$ cat src/rtl/gpu_pkg.sv
// gpu_pkg: opcode widths and decode field offsets shared by the command path and the core
package gpu_pkg;
    localparam int CMD_WORD_W = 32;
    localparam int OPCODE_W   = 96;
    typedef logic [OPCODE_W-1:0] opcode_t;
    // Decode fields, MSB-first to match the order words arrive on the bus
    localparam int OP_CODE_W   = 8;
    localparam int OP_CODE_LSB = OPCODE_W - OP_CODE_W;
    localparam int OP_DST_W    = 8;
    localparam int OP_DST_LSB  = OP_CODE_LSB - OP_DST_W;
    localparam int OP_SRC_W    = 16;
    localparam int OP_SRC_LSB  = OP_DST_LSB - OP_SRC_W;
    localparam int OP_IMM_W    = 64;
    localparam int OP_IMM_LSB  = 0;
endpackage

$ cat src/rtl/opcode_sync_fifo.sv
// opcode_sync_fifo: show-ahead FIFO whose registered head output holds its last value when empty
module opcode_sync_fifo #(
    parameter int W     = 96,
    parameter int DEPTH = 4,
    localparam int PW   = $clog2(DEPTH),
    localparam int CW   = $clog2(DEPTH + 1)
) (
    input  logic          clk,
    input  logic          n_rst,
    input  logic          clr,
    input  logic          push,
    input  logic [W-1:0]  din,
    input  logic          pop,
    output logic [W-1:0]  dout,
    output logic [CW-1:0] count,
    output logic          full,
    output logic          valid
);
    logic [W-1:0]  mem [DEPTH];
    logic [PW-1:0] wr_ptr, rd_ptr, rd_nxt;
    logic [CW-1:0] cnt_nxt;
    logic [W-1:0]  head_nxt;
    logic          do_push, do_pop;

    assign full     = count == CW'(DEPTH);
    assign valid    = count != '0;
    assign do_push  = push && !full && !clr;
    assign do_pop   = pop && valid && !clr;
    assign rd_nxt   = rd_ptr + PW'(do_pop);
    assign cnt_nxt  = count + CW'(do_push) - CW'(do_pop);
    // A push into an empty FIFO becomes the head directly, bypassing storage
    assign head_nxt = (do_push && wr_ptr == rd_nxt) ? din : mem[rd_nxt];

    always_ff @(posedge clk)
        if (do_push) mem[wr_ptr] <= din;

    always_ff @(posedge clk or negedge n_rst)
        if (!n_rst) begin
            wr_ptr <= '0;
            rd_ptr <= '0;
            count  <= '0;
            dout   <= '0;
        end else if (clr) begin
            wr_ptr <= '0;
            rd_ptr <= '0;
            count  <= '0;
        end else begin
            wr_ptr <= wr_ptr + PW'(do_push);
            rd_ptr <= rd_nxt;
            count  <= cnt_nxt;
            if (cnt_nxt != '0) dout <= head_nxt;
        end
endmodule

$ cat src/rtl/opcode_assembler_fifo.sv
// opcode_assembler_fifo: packs bus command words MSB-first into opcodes and queues them for the core
module opcode_assembler_fifo
    import gpu_pkg::*;
#(
    parameter int WORD_W       = CMD_WORD_W,
    parameter int WORDS_PER_OP = 3,
    parameter int DEPTH        = 4,
    localparam int OP_W        = WORD_W * WORDS_PER_OP,
    localparam int CW          = $clog2(DEPTH + 1),
    localparam int NW          = WORDS_PER_OP > 1 ? $clog2(WORDS_PER_OP) : 1
) (
    input  logic              clk,
    input  logic              n_rst,
    input  logic              wr_en,
    input  logic [WORD_W-1:0] wr_data,
    output logic              wr_ready,
    input  logic              flush,
    output logic              op_valid,
    output logic [OP_W-1:0]   op_data,
    input  logic              op_ready,
    output logic [CW-1:0]     op_count,
    output logic              partial,
    output logic              overflow
);
    logic [NW-1:0]   word_cnt;
    logic [OP_W-1:0] asm_q, asm_nxt;
    logic            last, accept, fifo_full;

    assign last     = word_cnt == NW'(WORDS_PER_OP - 1);
    // Only registered state gates readiness, so a same-cycle pop cannot admit a completing word
    assign wr_ready = !(fifo_full && last);
    assign accept   = wr_en && wr_ready;
    assign partial  = word_cnt != '0;

    always_comb begin
        asm_nxt = asm_q;
        asm_nxt[OP_W-1-int'(word_cnt)*WORD_W -: WORD_W] = wr_data;
    end

    always_ff @(posedge clk or negedge n_rst)
        if (!n_rst) begin
            word_cnt <= '0;
            asm_q    <= '0;
            overflow <= 1'b0;
        end else if (flush) begin
            word_cnt <= '0;
            asm_q    <= '0;
            overflow <= 1'b0;
        end else begin
            if (accept) begin
                word_cnt <= last ? '0 : word_cnt + NW'(1);
                asm_q    <= last ? '0 : asm_nxt;
            end
            if (wr_en && !wr_ready) overflow <= 1'b1;
        end

    opcode_sync_fifo #(.W(OP_W), .DEPTH(DEPTH)) u_fifo (
        .clk   (clk),
        .n_rst (n_rst),
        .clr   (flush),
        .push  (accept && last),
        .din   (asm_nxt),
        .pop   (op_ready),
        .dout  (op_data),
        .count (op_count),
        .full  (fifo_full),
        .valid (op_valid)
    );
endmodule

$ cat config.mk
export PLATFORM = sky130hd
export DESIGN_NAME = opcode_assembler_fifo
export DESIGN_NICKNAME = d
export VERILOG_FILES = /design/src/rtl/gpu_pkg.sv /design/src/rtl/opcode_sync_fifo.sv /design/src/rtl/opcode_assembler_fifo.sv
export SDC_FILE = /design/constraint.sdc
export NUM_CORES = 1
export LEC_CHECK = 0
export CAP_MARGIN = 30
export CORE_MARGIN = 2
export CORE_UTILIZATION = 55
export CTS_BUF_LIST = sky130_fd_sc_hd__clkbuf_4
export CTS_CLUSTER_SIZE = 28
export DETAILED_ROUTE_END_ITERATION = 8
export DONT_BUFFER_PORTS = 1
export PLACE_DENSITY = 0.71
export SYNTH_ARGS = -nofsm -noshare
export SYNTH_HDL_FRONTEND = slang
export SYNTH_SLANG_ARGS = --single-unit
$ cat constraint.sdc
create_clock -name clk -period 13.1 [get_ports clk]
set_clock_uncertainty 0.05 [all_clocks]
set_input_delay 0 -clock clk [delete_from_list [all_inputs] [get_ports clk]]
set_output_delay 0 -clock clk [all_outputs]
set_load 0.005 [all_outputs]
==> key figures, run 1 <==
Cells and area
  – Fin util: 64.1%
  – Multi-input logic area: 0.00616 mm2
  – Storage element area: 0.0166 mm2
  – Area grow syn2layout: 15.5%
  – Share of layout cells above drive strength 1: 22.7%
  – Nets@finish: 1,650
  – # fillers: 2,942
  – Final instance area: 0.0268 mm2

Clocking
  – Root Driver: clkbuf_4
  – CTS tree: done
  – Post-CTS Setup Bufs: 0
  – PostCTS Resize Cnt: 0
  – CTS sink count: 586
  – CTS Buf Count: 148
  – CTS max path bufs: 3
  – Hold_buf cts: 104
  – Worst-Skew Late Latency: 0.96 ns
  – Worst-path clk slew: 0.07 ns
  – CTS H-tree lvls: 4

Placement
  – Global placement routability congestion: 0.727
  – Port bufs: 0
  – Placed Area: 0.0238 mm2
  – HPWL after DPL: 29.6 mm
  – Place WS: 8.70 ns

Logic synthesis
  – Ys async rst share: 34.5%
  – Synth area leader: edfxtp_1
  – Mapped Area: 0.0232 mm2
  – Synthesized instance count: 1,427
  – Library cells used by synthesis: 39
  – Yosys warnings: 0
  – Synth top area cells: edfxtp_1 (50%), dfrtp_1 (22%), mux4_2 (9.3%)
  – Net Count, Synth: 1,474
  – Synth top area share: 49.7%
  – Post-synth EDFFs: 384
  – Synthesized flop and latch total: 586
  – Register area share after synthesis: 71.5%
  – Top FF cell, synth: edfxtp_1
  – Syn avg cell area: 16.2 um2

STA
  – Setup WS post-layout: 8.64 ns
  – Min Tclk post-route: 4.46 ns
  – Final setup vio count: 0
  – Slew margin rel.: 21.8%
  – Slew Viols, Final: 0
  – Worst slew pin tran: 1.17 ns
  – RSZ-0062 raised after global routing: false
  – Setup total negative slack: 0 ns
  – Final hold vios: 0
  – Fmax: 224 MHz
  – Final worst path period share: 34.0%

GRT
  – Grt ovf: 0
  – Total Routing Usage GR: 27.5%
  – Vias in the first global route: 15,100
  – Antenna violations before repair: 2
  – First-pass GRT wire length: 89.7 mm
  – Pin count of the biggest net entering global routing: 203

Die
  – Core Area: 0.0418 mm2
  – # IOs: 140
  – Die width: 209 um
  – Row Count: 75
  – Die Y: 209 um
  – Starting Density: 55.5%
  – Area of the die: 0.0438 mm2

Power and ir drop
  – Peak supply drop: 0.133 mV
  – Cell Pwr Density: 176 mW/mm2
  – Leakage power: 10.2 nW

Worst setup path
  – CP Launch Type: flip-flop
  – CP Capture Type: flip-flop
  – Worst R2R Setup Slack: 8.64 ns
  – Critical Path Fanout Max: 55
  – Kind of critical path: flip-flop to flip-flop
  – Req. time, crit path: 13.89 ns
  – Crit path DAT: 5.25 ns

Routing
  – DRT iter0 DRCs: 1,304
  – Via/cell ratio: 6.26
  – Final antenna-violating net count: 0
  – Vias: 14,200
  – Initial DRT Pass Iterations: 5
  – DRC violations left: 0
  – DR WL/cell: 25.6 um
  – Total Wirelength: 58.0 mm

Min path
  – Hold Path Class: input port to flip-flop

Flow run
  – Max_cap viols: 0

Outcome
  – Status: completed
[final timing paths]
check	from	end	depth (start not counted)
worst max register to register	word_cnt[0]$_DFFE_PN0P_	u_fifo.dout[30]$_DFFE_PN0P_	13
worst max-delay path	word_cnt[0]$_DFFE_PN0P_	u_fifo.dout[30]$_DFFE_PN0P_	13
max in group asynchronous	n_rst	asm_q[52]$_DFFE_PN0P_	4
min in group asynchronous	n_rst	u_fifo.dout[4]$_DFFE_PN0P_	4
worst min register to register	asm_q[90]$_DFFE_PN0P_	asm_q[90]$_DFFE_PN0P_	1
worst min-delay path	wr_data[10]	u_fifo.mem[3][74]$_DFFE_PP_	2
[registers in the layout (all words and copies together), names as in the netlist]
signal         count
u_fifo.mem       384
asm_q             96
u_fifo.dout       96
u_fifo.count       3
u_fifo.rd_ptr      2
u_fifo.wr_ptr      2
word_cnt           2
overflow           1
[area by class of cell]
class,count,area share (%)
antenna,4,0.0374
clock buffer,229,6.42
clock inverter,38,0.635
inverter,9,0.126
multi-input combinational,725,23.0
sequential,586,61.9
tap,539,2.52
timing repair buffer,133,5.35
[cells in the final DEF, fill, tap and decap left out, types with 33 or more instances in the layout]
| master | n |
|---|---|
| dlygate4sd3_1 | 102 |
| edfxtp_1 | 384 |
| dfrtp_1 | 202 |
| a22o_1 | 192 |
| clkinv_1 | 33 |
| mux4_2 | 96 |
| nor2_1 | 102 |
| a21oi_1 | 184 |
| clkbuf_4 | 229 |
| nand2_1 | 100 |
[cells in the mapped netlist (all sizes together) (3+ instances only)]
library cell    n
ha              9
inv             9
a22o          192
nor2          103
buf            50
clkbuf         57
edfxtp        384
mux4           96
nand2         100
a21oi         195
dfrtp         202
nor2b           3
[stage by stage]
step           power [mW]  std cells  hold WS [ns]
2_1_floorplan        2.90       1427        -0.346
3_3_place_gp         3.13       1881        -0.336
3_5_place_dp         3.17       1886        -0.332
4_1_cts              4.76       2257       0.00338
5_1_grt              4.96       2260        0.0727
6_report             4.72       2263        0.0856
[report_power, final]
part / internal (mW) / switching (mW) / total, mW
logic: 0.359 / 0.512 / 0.871
clock network: 0.814 / 0.723 / 1.54
registers: 2.14 / 0.173 / 2.31
total: 3.31 / 1.41 / 4.72
[worst max-delay path, stage by stage (launching register included)]
cell and delay [ns]:
dfrtp_1 0.50, inv_1 0.17, ha_1 0.29, nand3b_1 0.19, nor2_1 0.34, ha_1 0.21, inv_1 0.05, fa_1 0.36
xnor3_1 0.27, a31oi_4 0.42, buf_4 0.49, buf_4 0.70, nor2_1 0.10, a21oi_1 0.17
[kinds of logic (layout without fill, tap and decap cells)]
logic type	count (synthesis)	after routing	share of synthesized area, %
DFF	586	586	71.5
AOI/OAI and AO/OA	390	390	11.8
and+or+nand+nor	224	224	4.05
buffers and inverters	116	409	2.42
muxes	96	96	9.33
adders and majority gates	10	10	0.572
xor gates and xnor gates	5	5	0.308
other	0	4	0
[layer usage]
metal	up-vias	GRT usage [%]	routed length [um]
li1	6023	-	-
met2	734	44.4	29000
met3	94	8.54	5250
met4	2	10.2	1060
met1	7315	35.5	22700
met5	-	0	13
Power figures use the tool's default switching activity.
==> run 2, diff against run 1 <==
clock period = 4.11 ns   (was 13.1 ns; I/O delays follow)
==> run 2 against run 1 <==
Net effect: the run now ends with negative hold slack left; global-route usage is 0.65 points lower; via count shrank 2.3%; non-clock buffer count fell by 57; wire length is 2.4% lower; flip-flop and latch count is the same; critical path type unchanged; sequential share of layout area is 1.2 points higher; worst hold slack got worse by 1.3 ns; die area is the same; first-iteration DRC count shrank 10%; power increased to 3.2 times the previous value; cell count decreased by 2.3%; sequential power rose to 3.2 times the previous value.
==> key figures, run 2 (synthesis gave the netlist of run 1 again) <==
Outcome
  – Status: finished with violations
  – Failing checks: negative hold slack

STA
  – Final worst path period share: 87.3% (+53 points)
  – Slew margin rel.: 33.8% (+12 points)
  – RSZ-0062 raised after global routing: false
  – Worst slew pin tran: 0.993 ns (-0.181 ns)
  – Setup total negative slack: 0 ns (unchanged)
  – Fmax: 279 MHz (+24%)
  – Final hold vios: 202 (+202)
  – WHS: -1.19 ns (-1.28 ns)
  – Final setup vio count: 0 (unchanged)
  – Min Tclk post-route: 3.59 ns (-0.871 ns)
  – Slew Viols, Final: 0 (unchanged)

GRT
  – Vias in the first global route: 14,600 (-2.9%)
  – First-pass GRT wire length: 87.5 mm (-2.4%)
  – Grt ovf: 0 (unchanged)
  – Pin count of the biggest net entering global routing: 203 (unchanged)
  – Antenna violations before repair: 1 (-1)
  – Total Routing Usage GR: 26.8% (-0.65 points)

Power and ir drop
  – Gate power share: 17.8% (-0.6 points)
  – Switching pwr: 4.42 mW (+210%)
  – Peak supply drop: 0.364 mV (+170%)
  – Clock power frac: 33.2% (+0.7 points)
  – Switching share of power: 29.3% (-0.54 points)
  – Flop pwr share: 48.9% (about the same)
  – Cell Pwr Density: 575 mW/mm2 (+230%)
  – Leakage power: 9.98 nW (-2.4%)
  – Pint: 10.7 mW (+220%)

Clocking
  – CTS max path bufs: 3 (unchanged)
  – Root Driver: clkbuf_4
  – PostCTS Resize Cnt: 0 (unchanged)
  – Post-CTS Setup Bufs: 0 (unchanged)
  – Worst-Skew Late Latency: 0.83 ns (-0.13 ns)
  – CTS sink count: 586 (unchanged)
  – Hold_buf cts: 37 (-64%)
  – Worst-path clk slew: 0.07 ns (about the same)
  – CTS tree: done
  – CTS Buf Count: 148 (unchanged)
  – CTS H-tree lvls: 4 (unchanged)

Worst setup path
  – Crit path DAT: 4.26 ns (-0.99 ns)
  – CP bufs+invs: 3 (-1)
  – CP cell instances: or3_1, and3b_1, ha_1, inv_1, ha_1, inv_1, fa_1, xnor3_1, a31o_4, buf_12, a21oi_1, a21oi_1
  – Critical Path Fanout Max: 27 (-51%)
  – CP Capture Type: flip-flop
  – Crit-path leading delay family: adder cells
  – Kind of critical path: flip-flop to flip-flop
  – Crit-path slowest cell: dfrtp_1
  – Req. time, crit path: 4.78 ns (-9.11 ns)
  – Worst R2R Setup Slack: 0.52 ns (-8.12 ns)
  – Slowest stage delay, CP: 0.53 ns (-0.17 ns)
  – CP Launch Type: flip-flop

Min path
  – Hold Path Class: input port to asynchronous set/reset pin

Cells and area
  – Largest regs: u_fifo.mem: 384 flops, asm_q: 96 flops, u_fifo.dout: 96 flops
  – Reg with most FFs: u_fifo.mem
  – Commonest non-fill, non-tap cell in the layout: edfxtp_1
  – # fillers: 3,050 (+3.7%)
  – Commonest non-fill, non-tap cells in the layout: edfxtp_1 (384), clkbuf_4 (243), dfrtp_1 (201), a22o_1 (192), a21oi_1 (184)
  – Nets@finish: 1,593 (-3.5%)
  – Area grow syn2layout: 13.3%
  – Share of layout cells above drive strength 1: 25.2% (+2.6 points)
  – Final instance area: 0.0263 mm2 (-1.9%)
  – Largest register FFs: 384 (unchanged)

Die
  – Row Count: 75 (unchanged)
  – Die Y: 209 um (unchanged)
  – # IOs: 140 (unchanged)
  – Starting Density: 55.5% (unchanged)
  – Die width: 209 um (unchanged)
  – Area of the die: 0.0438 mm2 (unchanged)
  – Core Area: 0.0418 mm2 (unchanged)

Routing
  – Initial DRT Pass Iterations: 6 (+1)
  – Total Wirelength: 56.6 mm (-2.4%)
  – DR WL/cell: 25.6 um (about the same)
  – Via/cell ratio: 6.26 (about the same)
  – Final antenna-violating net count: 0 (unchanged)
  – DRC violations left: 0 (unchanged)
  – Vias: 13,800 (-2.3%)
  – DRT iter0 DRCs: 1,171 (-10%)

Placement
  – Port bufs: 0 (unchanged)
  – Placed Area: 0.0239 mm2 (+0.72%)
  – HPWL after DPL: 30.2 mm (+1.9%)
  – Global placement routability congestion: 0.758 (+4.3%)

Flow run
  – Max_cap viols: 0 (unchanged)
[run 2: cell types whose count changed in the layout (fill, tap and decap cells not counted), moves of 2 or more]
cell | previous run | this run
clkbuf_4 | 229 | 243
dlygate4sd3_1 | 102 | 37
buf_16 | 9 | 0
diode_2 | 4 | 2
clkinvlp_4 | 0 | 2
buf_4 | 22 | 27
clkinv_1 | 33 | 19
inv_2 | 6 | 10
buf_12 | 0 | 12
[run 2: per-layer routing]
metal / global-route usage (%) / routed length, um / vias to the layer above
li1: - / - / 5911
met1: 34.7 / 22100 / 7202
met2: 44.2 / 28200 / 641
met3: 8.02 / 5150 / 84
met4: 8.50 / 1130 / 0
met5: 0 / 0 / -
[run 2: final cells by class]
class | count | area, um2 | area share (%)
Antenna cell | 2 | 5.00 | 0.0190
Clock buffer | 243 | 1820 | 6.94
Clock inverter | 30 | 149 | 0.567
Inverter | 9 | 33.8 | 0.129
Multi-Input combinational cell | 725 | 6190 | 23.5
Sequential cell | 586 | 16600 | 63.1
Tap cell | 539 | 674 | 2.57
Timing Repair Buffer | 76 | 813 | 3.10
[run 2: power by group through the flow]
| stage | logic [mW] | clock network, mW | registers [mW] |
|---|---|---|---|
| floorplan | 2.03 | 0 | 7.23 |
| global placement | 2.58 | 0 | 7.52 |
| detailed placement | 2.66 | 0 | 7.52 |
| CTS | 2.72 | 5.12 | 7.41 |
| global route | 3.01 | 5.45 | 7.45 |
| finish | 2.69 | 5.02 | 7.39 |
[run 2: metrics by stage]
step                      instances  hold slack [ns]  power (mW)  utilization [%]  setup slack [ns]
final                          2210            -1.19        15.1             62.9             0.521
after global routing           2209            -1.27        15.9             62.9             0.369
after CTS                      2208            -1.25        15.2             62.9             0.528
after detailed placement       1898           -0.338        10.2             57.3             0.535
after global placement         1898           -0.339        10.1             57.3             0.610
after floorplan                1427           -0.346        9.26                -            -0.445
[run 2: final timing paths]
check	to	depth (start not counted)	startpoint
min reg2reg	asm_q[37]$_DFFE_PN0P_	1	asm_q[37]$_DFFE_PN0P_
max reg2reg	u_fifo.dout[10]$_DFFE_PN0P_	12	u_fifo.count[1]$_DFF_PN0_
max in group asynchronous	asm_q[48]$_DFFE_PN0P_	0	n_rst
min	u_fifo.dout[66]$_DFFE_PN0P_	0	n_rst
min in group clk	u_fifo.count[0]$_DFF_PN0_	6	flush
max	u_fifo.dout[10]$_DFFE_PN0P_	12	u_fifo.count[1]$_DFF_PN0_
==> run 3, diff against run 2 <==
BUFFER_PORTS_ARGS = -buffer_cell sky130_fd_sc_hd__buf_2   (was not set)
CTS_CLUSTER_SIZE = 40   (was 28)
DONT_BUFFER_PORTS = not set   (was 1)
MAX_ROUTING_LAYER = met4   (was not set)
PLACE_DENSITY = 0.74   (was 0.71)
==> run 3 against run 2 <==
Net effect: the run now ends clean; critical path depth is the same; worst hold slack improved by 1.3 ns; clock-buffer cell count rose by 1; largest cell class unchanged; largest power group unchanged.
==> key figures, run 3 (synthesis gave the netlist of run 1 again) <==
Outcome
  – Status: completed

Die
  – Starting Density: 55.5% (unchanged)
  – Core Area: 0.0418 mm2 (unchanged)
  – Die width: 209 um (unchanged)
  – Area of the die: 0.0438 mm2 (unchanged)
  – Die Y: 209 um (unchanged)
  – Row Count: 75 (unchanged)
  – # IOs: 140 (unchanged)

Worst setup path
  – Slowest stage delay, CP: 0.58 ns (+0.05 ns)
  – Crit-path slowest cell: buf_4
  – CP Capture Type: flip-flop
  – Crit path DAT: 4.27 ns (about the same)
  – Req. time, crit path: 4.81 ns (+0.03 ns)
  – Critical Path Fanout Max: 52 (+93%)
  – CP Launch Type: flip-flop
  – Kind of critical path: flip-flop to flip-flop
  – CP cell instances: or3_1, and3b_1, ha_1, inv_1, ha_1, inv_1, fa_1, xnor3_1, a31o_4, buf_4, a21oi_1, a21oi_1

Cells and area
  – Commonest non-fill, non-tap cells in the layout: edfxtp_1 (384), clkbuf_4 (244), dfrtp_1 (201), a22o_1 (192), a21oi_1 (184)
  – Largest register FFs: 384 (unchanged)
  – Reg with most FFs: u_fifo.mem
  – Nets@finish: 1,731 (+8.7%)
  – Commonest non-fill, non-tap cell in the layout: edfxtp_1
  – Area grow syn2layout: 17.0%
  – Share of layout cells above drive strength 1: 30.9% (+5.7 points)
  – Largest regs: u_fifo.mem: 384 flops, asm_q: 96 flops, u_fifo.dout: 96 flops
  – Fin util: 64.9% (+2.0 points)
  – Final instance area: 0.0271 mm2 (+3.2%)

Placement
  – Port bufs: 139 (+139)
  – Placed Area: 0.0246 mm2 (+2.8%)
  – Global placement routability congestion: 0.773 (+1.9%)
  – Place WS: 0.555 ns (+0.0205 ns)
  – HPWL after DPL: 29.4 mm (-2.6%)

Routing
  – DRC violations left: 0 (unchanged)
  – Initial DRT Pass Iterations: 6 (unchanged)
  – DRT iter0 DRCs: 1,228 (+4.9%)
  – Total Wirelength: 56.7 mm (+0.20%)
  – DR WL/cell: 24.1 um (-5.7%)
  – Vias: 14,400 (+3.9%)
  – Via/cell ratio: 6.12 (-2.2%)
  – Final antenna-violating net count: 0 (unchanged)

GRT
  – Antenna violations before repair: 1 (unchanged)
  – Total Routing Usage GR: 27.5% (+0.66 points)
  – Pin count of the biggest net entering global routing: 122 (-40%)
  – Vias in the first global route: 15,100 (+3.3%)
  – First-pass GRT wire length: 88.2 mm (+0.82%)
  – Grt ovf: 0 (unchanged)

Power and ir drop
  – Leakage power: 10.6 nW (+5.7%)
  – Peak supply drop: 0.416 mV (+14%)
  – Cell Pwr Density: 582 mW/mm2 (+1.2%)

Clocking
  – Worst-Skew Late Latency: 0.87 ns (+0.04 ns)
  – Post-CTS Setup Bufs: 0 (unchanged)
  – PostCTS Resize Cnt: 0 (unchanged)
  – CTS tree: done
  – Hold_buf cts: 39 (+5.4%)
  – Root Driver: clkbuf_4
  – CTS Buf Count: 149 (+0.68%)
  – CTS H-tree lvls: 4 (unchanged)
  – CTS max path bufs: 3 (unchanged)
  – Worst-path clk slew: 0.06 ns (about the same)
  – CTS sink count: 586 (unchanged)

STA
  – Setup WS post-layout: 0.540 ns (+0.0182 ns)
  – Worst slew pin tran: 0.990 ns (-0.00267 ns)
  – Setup total negative slack: 0 ns (unchanged)
  – Slew margin rel.: 34.0% (+0.18 points)
  – Slew Viols, Final: 0 (unchanged)
  – Final hold vios: 0 (-100%)
  – Final setup vio count: 0 (unchanged)
  – Fmax: 280 MHz (+0.51%)
  – Final worst path period share: 86.9% (-0.44 points)
  – RSZ-0062 raised after global routing: false
  – Min Tclk post-route: 3.57 ns (-0.0182 ns)

Flow run
  – Max_cap viols: 0 (unchanged)

Min path
  – Hold Path Class: input port to flip-flop
-- run 3: changes by cell type in the layout (fill, tap and decap cells not counted), sizes merged --
| cell | delta |
|---|---|
| buf | +136 |
| bufinv | +4 |
| clkbuf | +1 |
| clkinv | +2 |
| clkinvlp | -2 |
| diode | -1 |
| dlygate4sd3 | +1 |
| inv | -3 |
-- run 3: layout make-up --
class	count	area, um2
inverters	9	33.8
clock buffers	244	1830
well taps	539	674
multi-input cells	725	6190
fillers	2983	14600
flip-flops and latches	586	16600
diodes	1	2.50
repair buffers	213	1550
clock inverters	31	253
-- run 3: per-stage QoR --
step	hold slack (ns)	cells	total power [mW]
final	0.0828	2348	15.8
after global routing	0.0557	2348	16.6
after CTS	0.0188	2346	15.9
after detailed placement	0.146	2032	10.6
after global placement	0.148	2031	10.5
after floorplan	-0.346	1427	9.26
-- run 3: where the power goes --
part           leakage, nW  total [mW]  switching, mW  internal (mW)
logic                 3.23        3.23           1.85           1.39
clock network         1.26        5.33           2.34           2.99
registers             6.06        7.22          0.400           6.82
-- run 3: per-layer routing --
layer	share of wire, %	routed length [um]	vias up	GRT usage [%]
li1	-	-	6177	-
met3	8.0	4550	134	6.12
met5	0	0	-	-
met4	3.0	1710	0	10.8
met2	49	27700	665	42.7
met1	40	22700	7397	35.9
-- run 3: worst max-delay path, delay by kind of cell (launching register included) --
kind            cells  cell delay, ns
compound gates      3            0.46
xor+xnor            1            0.35
fa+ha+maj           3            0.77
buf+inv             3            0.69
flops               1            0.46
simple gates        2            0.62
-- run 3: final timing paths --
path / startpoint / end / slack (ns) / depth (start not counted)
worst min register to register: asm_q[94]$_DFFE_PN0P_ / asm_q[94]$_DFFE_PN0P_ / 0.46 / 1
max in group asynchronous: n_rst / word_cnt[0]$_DFFE_PN0P_ / 3.04 / 4
worst max register to register: u_fifo.count[1]$_DFF_PN0_ / u_fifo.dout[80]$_DFFE_PN0P_ / 0.54 / 12
worst min-delay path: wr_en / word_cnt[0]$_DFFE_PN0P_ / 0.08 / 4
worst max-delay path: u_fifo.count[1]$_DFF_PN0_ / u_fifo.dout[80]$_DFFE_PN0P_ / 0.54 / 12
min in group asynchronous: n_rst / u_fifo.dout[57]$_DFFE_PN0P_ / 0.30 / 4
